==> config.mk <==
export PLATFORM = sky130hd
export DESIGN_NAME = fpu_issue_ctrl
export DESIGN_NICKNAME = d
export VERILOG_FILES = /design/src/rtl/fpu_issue_pkg.sv /design/src/rtl/fpu_issue_timer.sv /design/src/rtl/fpu_issue_ctrl.sv
export SDC_FILE = /design/constraint.sdc
export NUM_CORES = 1
export LEC_CHECK = 0
export ABC_AREA = 1
export CAP_MARGIN = 10
export CORE_AREA = 3 3 231 233
export CTS_CLUSTER_DIAMETER = 120
export DETAILED_ROUTE_END_ITERATION = 16
export DIE_AREA = 0 0 234 236
export GPL_TIMING_DRIVEN = 0
export SYNTH_ARGS = -nofsm -noshare
export SYNTH_HDL_FRONTEND = slang
export SYNTH_SLANG_ARGS = --single-unit
==> constraint.sdc <==
create_clock -name g_clk -period 8.2 [get_ports g_clk]
set_input_delay 2.46 -clock g_clk [delete_from_list [all_inputs] [get_ports g_clk]]
set_output_delay 2.46 -clock g_clk [all_outputs]
set_load 0.01 [all_outputs]
==> src/rtl/fpu_issue_pkg.sv <==
// fpu_issue_pkg: shared state type, slot map, decode and constants for the FP issue controller
package fpu_issue_pkg;
  typedef enum logic [2:0] {S_IDLE, S_START, S_WAIT, S_COMB, S_DONE} state_t;
  typedef struct packed {
    logic       legal;
    logic       is_comb;
    logic [2:0] slot;
  } dec_t;
  localparam logic [2:0] SLOT_ADD  = 3'd0;
  localparam logic [2:0] SLOT_MUL  = 3'd1;
  localparam logic [2:0] SLOT_DIV  = 3'd2;
  localparam logic [2:0] SLOT_FMA  = 3'd3;
  localparam logic [2:0] SLOT_SQRT = 3'd4;
  localparam logic [2:0] SLOT_F2I  = 3'd5;
  localparam logic [2:0] SLOT_I2F  = 3'd6;
  localparam logic [2:0] SLOT_UI2F = 3'd7;
  localparam logic [31:0] CANON_NAN = 32'h7FC0_0000;
  localparam logic [2:0] RM_DYN  = 3'b111;
  localparam logic [2:0] RM_ILL5 = 3'b101;
  localparam logic [2:0] RM_ILL6 = 3'b110;
  localparam int FLAG_NV = 4;
  localparam int FLAG_DZ = 3;
  localparam int FLAG_OF = 2;
  localparam int FLAG_UF = 1;
  localparam int FLAG_NX = 0;
  // 100xx shares the FMA slot; 101xx maps straight onto slots 4..7
  function automatic dec_t decode_sel(input logic [4:0] sel);
    dec_t d;
    d.legal   = !(sel[4:3] == 2'b11 || sel == 5'b00100);
    d.is_comb = !sel[4] && sel > 5'b00100;
    d.slot    = sel[4] ? (sel[2] ? {1'b1, sel[1:0]} : SLOT_FMA) :
                sel == 5'b00010 ? SLOT_MUL :
                sel == 5'b00011 ? SLOT_DIV : SLOT_ADD;
    return d;
  endfunction
endpackage

==> src/rtl/fpu_issue_timer.sv <==
// fpu_issue_timer: WAIT-state cycle counter, expires when it reaches TIMEOUT-1
module fpu_issue_timer #(
  parameter int TIMEOUT = 64
) (
  input  logic g_clk,
  input  logic g_rst,
  input  logic load,
  input  logic tick,
  output logic expire
);
  localparam int CW = $clog2(TIMEOUT);
  logic [CW-1:0] count_q, count_d;
  always_comb count_d = load ? '0 : tick ? count_q + 1'b1 : count_q;
  assign expire = tick && (count_q == CW'(TIMEOUT - 1));
  always_ff @(posedge g_clk or posedge g_rst)
    if (g_rst) count_q <= '0;
    else count_q <= count_d;
endmodule

==> src/rtl/fpu_issue_ctrl.sv <==
// fpu_issue_ctrl: accepts one FP op, dispatches it to an iterative unit or completes it directly
module fpu_issue_ctrl
  import fpu_issue_pkg::*;
#(
  parameter int WIDTH     = 32,
  parameter int NUM_UNITS = 8,
  parameter int TIMEOUT   = 64
) (
  input  logic                       g_clk,
  input  logic                       g_rst,
  input  logic                       op_valid,
  output logic                       op_ready,
  input  logic [4:0]                 op_sel,
  input  logic [2:0]                 op_rm,
  input  logic [2:0]                 frm,
  input  logic [WIDTH-1:0]           op_a,
  input  logic [WIDTH-1:0]           op_b,
  input  logic [WIDTH-1:0]           op_c,
  output logic [NUM_UNITS-1:0]       unit_start,
  output logic [WIDTH-1:0]           unit_a,
  output logic [WIDTH-1:0]           unit_b,
  output logic [WIDTH-1:0]           unit_c,
  output logic [2:0]                 unit_rm,
  output logic [1:0]                 unit_sub,
  input  logic [NUM_UNITS-1:0]       unit_done,
  input  logic [NUM_UNITS*WIDTH-1:0] unit_res,
  input  logic [NUM_UNITS*5-1:0]     unit_flags,
  input  logic [WIDTH-1:0]           comb_res,
  output logic                       res_valid,
  output logic [WIDTH-1:0]           res_data,
  output logic                       stall,
  output logic [4:0]                 fflags,
  input  logic                       fflags_clr,
  output logic                       timeout_err
);
  localparam logic [WIDTH-1:0] NAN_W = WIDTH'(CANON_NAN);
  localparam logic [WIDTH-1:0] SIGN = {1'b1, {(WIDTH-1){1'b0}}};
  localparam logic [NUM_UNITS-1:0] ONE = {{(NUM_UNITS-1){1'b0}}, 1'b1};
  state_t state_q, state_d;
  logic [2:0] slot_q, slot_d, rm_q, rm_d, rm_res;
  logic [1:0] sub_q, sub_d;
  logic [WIDTH-1:0] a_q, a_d, b_q, b_d, c_q, c_d, res_q, res_d;
  logic [4:0] fflags_q, fflags_d, cflags;
  logic [NUM_UNITS-1:0] start_q, start_d;
  logic tmo_q, tmo_d, ready_q, ready_d, valid_q, valid_d;
  logic accept, ill, done_hit, expire;
  dec_t dec;
  fpu_issue_timer #(.TIMEOUT(TIMEOUT)) u_timer (
    .g_clk(g_clk), .g_rst(g_rst),
    .load(state_q == S_START), .tick(state_q == S_WAIT), .expire(expire)
  );
  always_comb begin
    dec      = decode_sel(op_sel);
    rm_res   = (op_rm == RM_DYN) ? frm : op_rm;
    ill      = !dec.legal || rm_res == RM_ILL5 || rm_res == RM_ILL6;
    accept   = op_valid & ready_q;
    done_hit = (state_q == S_WAIT) && unit_done[slot_q];
    slot_d   = accept ? dec.slot : slot_q;
    a_d      = accept ? op_a : a_q;
    b_d      = accept ? ((op_sel == 5'b00001) ? op_b ^ SIGN : op_b) : b_q;
    c_d      = accept ? op_c : c_q;
    rm_d     = accept ? rm_res : rm_q;
    sub_d    = accept ? op_sel[1:0] : sub_q;
    state_d  = state_q;
    res_d    = res_q;
    cflags   = '0;
    tmo_d    = tmo_q;
    case (state_q)
      S_IDLE: if (accept) begin
        state_d = ill ? S_DONE : dec.is_comb ? S_COMB : S_START;
        res_d = ill ? NAN_W : res_q;
        cflags[FLAG_NV] = ill;
      end
      S_START: state_d = S_WAIT;
      S_WAIT: if (done_hit) begin
        state_d = S_DONE;
        res_d = unit_res[slot_q*WIDTH +: WIDTH];
        cflags = unit_flags[slot_q*5 +: 5];
      end else if (expire) begin
        state_d = S_DONE;
        res_d = NAN_W;
        cflags[FLAG_NV] = 1'b1;
        tmo_d = 1'b1;
      end
      S_COMB: begin
        state_d = S_DONE;
        res_d = comb_res;
      end
      default: state_d = S_IDLE;
    endcase
    fflags_d = (fflags_clr ? 5'b0 : fflags_q) | cflags;
    ready_d  = state_d == S_IDLE;
    valid_d  = state_d == S_DONE;
    start_d  = (state_d == S_START) ? ONE << slot_d : '0;
  end
  always_ff @(posedge g_clk or posedge g_rst)
    if (g_rst) begin
      state_q  <= S_IDLE;
      slot_q   <= '0;
      a_q      <= '0;
      b_q      <= '0;
      c_q      <= '0;
      rm_q     <= '0;
      sub_q    <= '0;
      res_q    <= '0;
      fflags_q <= '0;
      tmo_q    <= 1'b0;
      ready_q  <= 1'b1;
      valid_q  <= 1'b0;
      start_q  <= '0;
    end else begin
      state_q  <= state_d;
      slot_q   <= slot_d;
      a_q      <= a_d;
      b_q      <= b_d;
      c_q      <= c_d;
      rm_q     <= rm_d;
      sub_q    <= sub_d;
      res_q    <= res_d;
      fflags_q <= fflags_d;
      tmo_q    <= tmo_d;
      ready_q  <= ready_d;
      valid_q  <= valid_d;
      start_q  <= start_d;
    end
  assign op_ready    = ready_q;
  assign unit_start  = start_q;
  assign unit_a      = a_q;
  assign unit_b      = b_q;
  assign unit_c      = c_q;
  assign unit_rm     = rm_q;
  assign unit_sub    = sub_q;
  assign res_valid   = valid_q;
  assign res_data    = res_q;
  assign stall       = op_valid & ~ready_q;
  assign fflags      = fflags_q;
  assign timeout_err = tmo_q;
endmodule

# Word level (Yosys, flattened, before mapping)
# Index checks and enable logic that the tools add are counted.
[classes]
magnitude_cmp = 2
n_shift = 3
n_mux = 30
div = 0
n_eq_ne = 17
n_reduce_logical = 13
n_bitwise = 6
n_addsub = 1
mul = 1
[ops]
columns = ["cell", "count"]
rows = [
  ["256-bit by 9-bit variable part select with 32-bit output", 1],
  ["32-bit two-way mux", 5],
  ["32-bit case mux with 3 select lines", 1],
  ["40-bit by 7-bit variable part select with 5-bit output", 1],
  ["3-bit two-way mux", 8],
  ["3-bit == test (second input constant)", 4],
  ["6-bit two-way mux", 2],
  ["3-bit case mux with 4 select lines", 1],
  ["5-bit by 2-bit == test with 1-bit output (second input constant)", 2],
  ["4-bit two-way mux", 2],
  ["8-bit two-way mux", 1],
  ["1-bit by 3-bit << shifter with 8-bit output (first input constant)", 1],
  ["6-bit by 1-bit adder with 6-bit output (second input constant)", 1],
  ["3-bit by 1-bit == test with 1-bit output (second input constant)", 2],
  ["3-bit by 2-bit == test with 1-bit output (second input constant)", 2],
  ["6-bit == test (second input constant)", 1],
  ["3-bit zero test", 2],
  ["3-bit by 3-bit multiplier with 6-bit output (second input constant)", 1],
  ["2-bit two-way mux", 3],
  ["5-bit by 1-bit == test with 1-bit output (second input constant)", 1],
  ["5-bit by 3-bit == test with 1-bit output (second input constant)", 1],
  ["5-bit by 3-bit greater-than comparator with 1-bit output (second input constant)", 1],
  ["5-bit two-way mux", 1],
  ["5-bit bitwise OR", 1],
  ["16 further kinds", 27],
]
[totals]
out_inout_bits = 150
n_memories = 0
ram_bits = 0
regBits = 161
inputBits = 447
romBits = 0
word_cells = 87
latch_bits = 0

# Logic depth before layout (Yosys ltp)
# Gate-level depths: netlist of run 1.
[depth]
ltp_word = 10
mapped_depth = 13
depth_no_buf = 11

# By module
# From an unflattened synthesis of run 1, not the netlist that was laid out.
[unflattened]
hier_cells = 1349
area_unflattened_um2 = 9476.6
[modules_own_cells]
columns = ["module", "n_inst", "area_each_um2", "cells_each", "seq_area_each_um2"]
rows = [
  ["fpu_issue_ctrl", 1, 9146.3, 1304, 3880.0],
  ["fpu_issue_timer", 1, 330.3, 45, 150.1],
]

# Worst setup path before layout of run 1
# Ideal clock, no wire load.
[synth_timing]
path_type = "input-to-output"
from = "in op_valid"
to = "out stall"
required_ps = 5740
arrival_ps = 2638
cell_stages = 2
setup_slack_ps = 3102
path_buffers = 0
cell_sequence = "inv_1 -> nor2_1"
[synth_between]
elab_chain_len = 1
[synth_rtl]
columns = ["element", "line", "rtl"]
rows = [
  ["start, declared", "fpu_issue_ctrl.sv:11", "input logic op_valid,"],
  ["1-bit bitwise AND", "fpu_issue_ctrl.sv:135", "assign stall = op_valid & ~ready_q;"],
  ["end, declared", "fpu_issue_ctrl.sv:31", "output logic stall,"],
]
# No other way between the ends.

# Worst setup path in the final report of run 1
# Same ends and word-level chain as after synthesis.

==> results of run 1 <==
==> routing by layer <==
layer	up-vias	routed length, µm	track usage
li1	5765	-	-
met1	5672	21390	0.2117
met2	570	30870	0.3878
met3	101	4840	0.06534
met4	8	2882	0.1015
met5	-	36	0
==> area by class of cell <==
class                   count  share of cell area
diodes                      6           0.0008820
plain buffers              91             0.02808
clock buffers              20             0.02683
clock inverters            12            0.007056
inverters                  58             0.01323
multi-input cells        1127              0.2851
flip-flops and latches    161              0.2368
well taps                 680             0.04998
repair buffers            597              0.3521
==> through the flow <==
stage	std cells	setup WS (ns)
after global placement	2713	-1.176
final	2752	2.125
after CTS	2746	2.121
after detailed placement	2714	2.135
after floorplan	1437	1.393
after global routing	2751	2.104
==> Yosys cell counts <==
master	count	area, µm²
nand2_1	718	2695
inv_1	55	206.5
buf_6	4	45.04
buf_1	15	56.30
nand3_2	3	30.03
o22ai_1	3	18.77
nand3b_1	1	7.510
nand4_2	1	12.51
dfrtp_1	160	4004
o21a_1	1	7.510
a32o_1	4	40.04
a21oi_1	59	295.3
buf_4	17	127.6
nor3_1	16	80.08
o21ai_1	3	15.01
nand3b_4	1	20.02
clkbuf_1	21	78.83
inv_2	3	11.26
nand4_4	1	21.27
nand2_2	5	31.28
buf_2	34	170.2
nand3_1	163	815.8
a32oi_1	4	35.03
ha_1	1	12.51
o21ai_0	15	75.07
nand4_1	3	18.77
nor2_8	1	20.02
o211ai_1	4	30.03
o21bai_1	1	7.510
nor2_2	2	12.51
nor3_2	16	160.2
nand2_4	1	11.26
dfstp_2	1	26.28
xor2_1	1	8.760
nor2_1	99	371.6
==> state kept, by name, indices dropped and copies added (netlist names) <==
signal and cells:
res_data 32, unit_a 32, unit_b 32, unit_c 32, unit_start 8, u_timer.count_q 6
fflags 5, slot_q 3, state_q 3, unit_rm 3, unit_sub 2, op_ready 1
res_valid 1, timeout_err 1
==> final timing paths <==
kind / startpoint / end / slack [ns] / depth (start not counted)
worst max-delay path: op_valid / stall / 2.12 / 4
worst min-delay path: unit_c[16] / unit_c[16] / 0.48 / 2
worst max register to register: slot_q[2] / fflags[4] / 5.64 / 8
worst min register to register: unit_c[16] / unit_c[16] / 0.48 / 2
max in group asynchronous: g_rst / u_timer.count_q[5] / 4.85 / 3
min in group asynchronous: g_rst / unit_c[21] / 2.37 / 2
==> tightest hold or removal path, delay by kind of cell (launching register included) <==
kind / cells / cell delay (ns)
flops: 1 / 0.34
simple gates: 2 / 0.10
==> power by group <==
part	leakage, nW	internal (W)	switching, W
sequential	2.03	0.00115	0.000219
clock	0.284	0.000439	0.000374
combinational	5.62	0.00138	0.00208
total	7.94	0.00297	0.00267
==> cells by family after synthesis <==
family / count (synthesis) / synth area share
simple gates: 1031 / 0.4497
flops: 161 / 0.4207
buf+inv: 149 / 0.07262
compound gates: 94 / 0.05473
xor+xnor: 1 / 0.0009145
fa+ha+maj: 1 / 0.001306
==> metrics.txt, run 1 <==
Final Hold Fails 0; Worst slew margin 0.2625; Max clock buf depth 2; worst path cell trace clkdlybuf4s50_1 -> inv_1 -> nor2_1 -> clkdlybuf4s50_1; crit path max fanout 2; status finished, final reports clean; first-pass GRT wire length 82860 µm; Worst-Margin Slew 1.106 ns; per-cell routed wire length 21.81 µm; cell repeated most along the worst path clkdlybuf4s50_1; Reg area 0.004030 mm²; CTS buffer count 17; # Post-CTS Setup Buffers 0; DIE WIDTH 234 µm; layout cell share with drive strength beyond 1 0.05954; DRT iter0 DRCs 612; crit path capture type output pin; clk slew on worst S/H paths 0.07 ns; cts hold-fix bufs 0; Placeable Area 0.05141 mm²; routability congestion estimate 0.9911; initial core utilization 0.1863; nets@finish 2501; cell count after synthesis 1437; post_cts resized 0; crit path DAT 3.62 ns; commonest cells after routing, fill and taps aside nand2_1, clkdlybuf4s50_1, nand3_1, dfrtp_1, nor2_1; crit start category primary input; Final Util 0.3311; Leak 7.936 nW; CP Class primary input to output pin; Ys Warns 0; Total Routed Length 60010 µm; period utilization 0.7409; Final Skew 0.02678 ns; vias per cell 4.403; worst min path class flip-flop to flip-flop; port buffer count 596; gr usage total 0.2102; CTS Root Cell clkbuf_16; worst path required time 5.74 ns; clock sink count 161; Pre-antenna DRT Iters 5; highest-delay cell along the critical path clkdlybuf4s50_1; Avg Cell Area, Syn 6.666 µm²; # fillers 5527; grt ovf 0; FP Rows 83; die area 0.05522 mm²; Yosys cell types 35; largest net degree at the start of global routing 117; final instance area 0.01702 mm²; Post-DP Area 0.01643 mm²; initial antenna violation count 9; worst path bufs/invs 3; Worst path max stage delay 0.54 ns; die height 236 µm; # IOs 597; multi-input logic area 0.004853 mm²; Slew Limit Fails 0; Tot Pwr 0.005634 W; Worst path top cell family by delay buffers and inverters; worst hold slack 0.4808 ns; sequential area share after synthesis 0.4207; total number of vias 12120; syn nets 1885; worst vdd ir 0.1847 mV; area growth from synthesis to layout 77.70%; RSZ-0062 raised after global routing no; vias in the first global route 12490; Period minus WS final 6.075 ns; commonest non-fill, non-tap cell in the layout nand2_1; pwr/cell area 331.0 mW/mm²; flip-flop and latch count after synthesis 161; Detailed Place HPWL 49920 µm; setup TNS 0 ns; # setup viols final 0; CTS tree yes; number of max-cap violations 0; FMAX 164.6 MHz; remaining antenna violation count 0; Worst-Skew Late Latency 0.49 ns; CTS HTree Levels 4; Post-Syn Area 0.009579 mm²; number of remaining DRC errors 0
No activity file was read; power rests on OpenSTA's default activity.
==> run 2, diff against run 1 <==
==> constraint.sdc (replaced) <==
create_clock -name g_clk -period 5.67 [get_ports g_clk]
set_input_delay 1.701 -clock g_clk [delete_from_list [all_inputs] [get_ports g_clk]]
set_output_delay 1.701 -clock g_clk [all_outputs]
set_load 0.01 [all_outputs]
==> run 2 against run 1 <==
Against the previous run:
- die area stayed put
- sequential power is 44% higher
- routed wire length is 0.94% lower
- sequential share of layout area is 0.13 points lower
- critical path type unchanged
- critical endpoint unchanged
- highest routed layer unchanged
==> metrics.txt, run 2 (synthesis results as in run 1) <==
status finished, final reports clean; number of max-cap violations 0; clock sink count 161; CTS Root Cell clkbuf_16; largest net degree at the start of global routing 38; Final Hold Fails 0; die height 236 µm; Pre-antenna DRT Iters 4; worst vdd ir 0.3580 mV; per-cell routed wire length 21.56 µm; Placeable Area 0.05141 mm²; crit path capture type output pin; # IOs 597; post_cts resized 0; FP Rows 83; vias per cell 4.365; total number of vias 12040; FMAX 217.9 MHz; fin cells 2758; cts hold-fix bufs 0; Slew Limit Fails 0; commonest cells after routing, fill and taps aside nand2_1, clkdlybuf4s50_1, nand3_1, dfrtp_1, nor2_1; worst path required time 3.97 ns; first-pass GRT wire length 83230 µm; CP Class primary input to output pin; CTS buffer count 17; die area 0.05522 mm²; area growth from synthesis to layout 78.67%; CTS HTree Levels 4; worst min path class flip-flop to flip-flop; crit start category primary input; Detailed Place HPWL 49780 µm; crit path DAT 2.89 ns; vias in the first global route 12440; # fillers 5506; CTS tree yes; Worst slew margin 0.4393; DRT iter0 DRCs 508; port buffer count 596; commonest non-fill, non-tap cell in the layout nand2_1; routability congestion estimate 0.9948; Max clock buf depth 2; initial core utilization 0.1863; nets@finish 2504; Worst-Margin Slew 0.8411 ns; layout cell share with drive strength beyond 1 0.06138; pwr/cell area 474.1 mW/mm²; worst hold slack 0.4822 ns; gr usage total 0.2093; Total Routed Length 59450 µm; DIE WIDTH 234 µm; Worst-Skew Late Latency 0.49 ns; Final Skew 0.02428 ns; period utilization 0.8093; RSZ-0062 raised after global routing no; flop2flop setup slack 3.24 ns; remaining antenna violation count 0; clk slew on worst S/H paths 0.07 ns; number of remaining DRC errors 0; crit path max fanout 2; dpl cells 2717; # Post-CTS Setup Buffers 0; Period minus WS final 4.589 ns; Reg area 0.004030 mm²; # setup viols final 0; initial antenna violation count 13; grt ovf 0; multi-input logic area 0.004853 mm²; Leak 7.966 nW; setup TNS 0 ns
[run 2: final cells by class]
class / count / share of cell area
clock inverters: 15 / 0.01097
inverters: 58 / 0.01294
diodes: 9 / 0.001316
well taps: 680 / 0.04971
multi-input cells: 1127 / 0.2836
flip-flops and latches: 161 / 0.2355
plain buffers: 91 / 0.02793
repair buffers: 600 / 0.3532
clock buffers: 17 / 0.02486
[run 2: final timing paths]
path | from | end | cells after the start
setup / recovery | op_valid | stall | 4
hold / removal | res_data[29] | res_data[29] | 2
setup reg to reg | slot_q[2] | fflags[4] | 8
hold reg to reg | res_data[29] | res_data[29] | 2
max in group asynchronous | g_rst | op_ready | 5
min in group asynchronous | g_rst | unit_a[25] | 2
[run 2: report_power, final]
group          internal, W  leakage, nW  switching, W  total, W
clock network     0.000598        0.294      0.000606   0.00120
registers          0.00166         2.03      0.000305   0.00197
logic              0.00199         5.64       0.00295   0.00494
[run 2: stage by stage]
stage / power (W) / setup WS [ns] / cell area, µm² / utilization
final: 0.008114 / 1.081 / 17120 / 0.3329
after global routing: 0.008724 / 1.024 / 17110 / 0.3328
after CTS: 0.008284 / 1.075 / 17090 / 0.3325
after detailed placement: 0.007008 / 1.078 / 16480 / 0.3206
after global placement: 0.006967 / 0.2562 / 16400 / 0.3190
after floorplan: 0.004322 / 1.927 / 9583 / -
[run 2: critical path, stage by stage]
cell and delay (ns):
clkdlybuf4s50_1 0.51, inv_1 0.05, nor2_1 0.08, clkdlybuf4s50_1 0.54
[run 2: per-layer routing]
layer,wire length [µm],up-vias,track usage,part of all wire
li1,-,5795,-,-
met1,21070,5615,0.2110,0.35
met2,30680,539,0.3842,0.52
met3,5199,83,0.06812,0.087
met4,2446,8,0.1007,0.041
met5,58,-,0,0.00098
==> run 3, diff against run 2 <==
==> constraint.sdc (replaced) <==
create_clock -name g_clk -period 4.7 [get_ports g_clk]
set_input_delay 1.41 -clock g_clk [delete_from_list [all_inputs] [get_ports g_clk]]
set_output_delay 1.41 -clock g_clk [all_outputs]
set_load 0.01 [all_outputs]
==> results of run 3 <==
The final DEF is identical to that of run 2. Status: finished, final reports clean.
Among the figures that moved: setup slack after placement 1.078 ns -> 0.6903 ns; setup slack after layout 1.081 ns -> 0.6934 ns; register-to-register setup slack 3.24 ns -> 2.27 ns; total power 0.008114 W -> 0.009789 W; worst IR drop on VDD 0.3580 mV -> 0.4319 mV
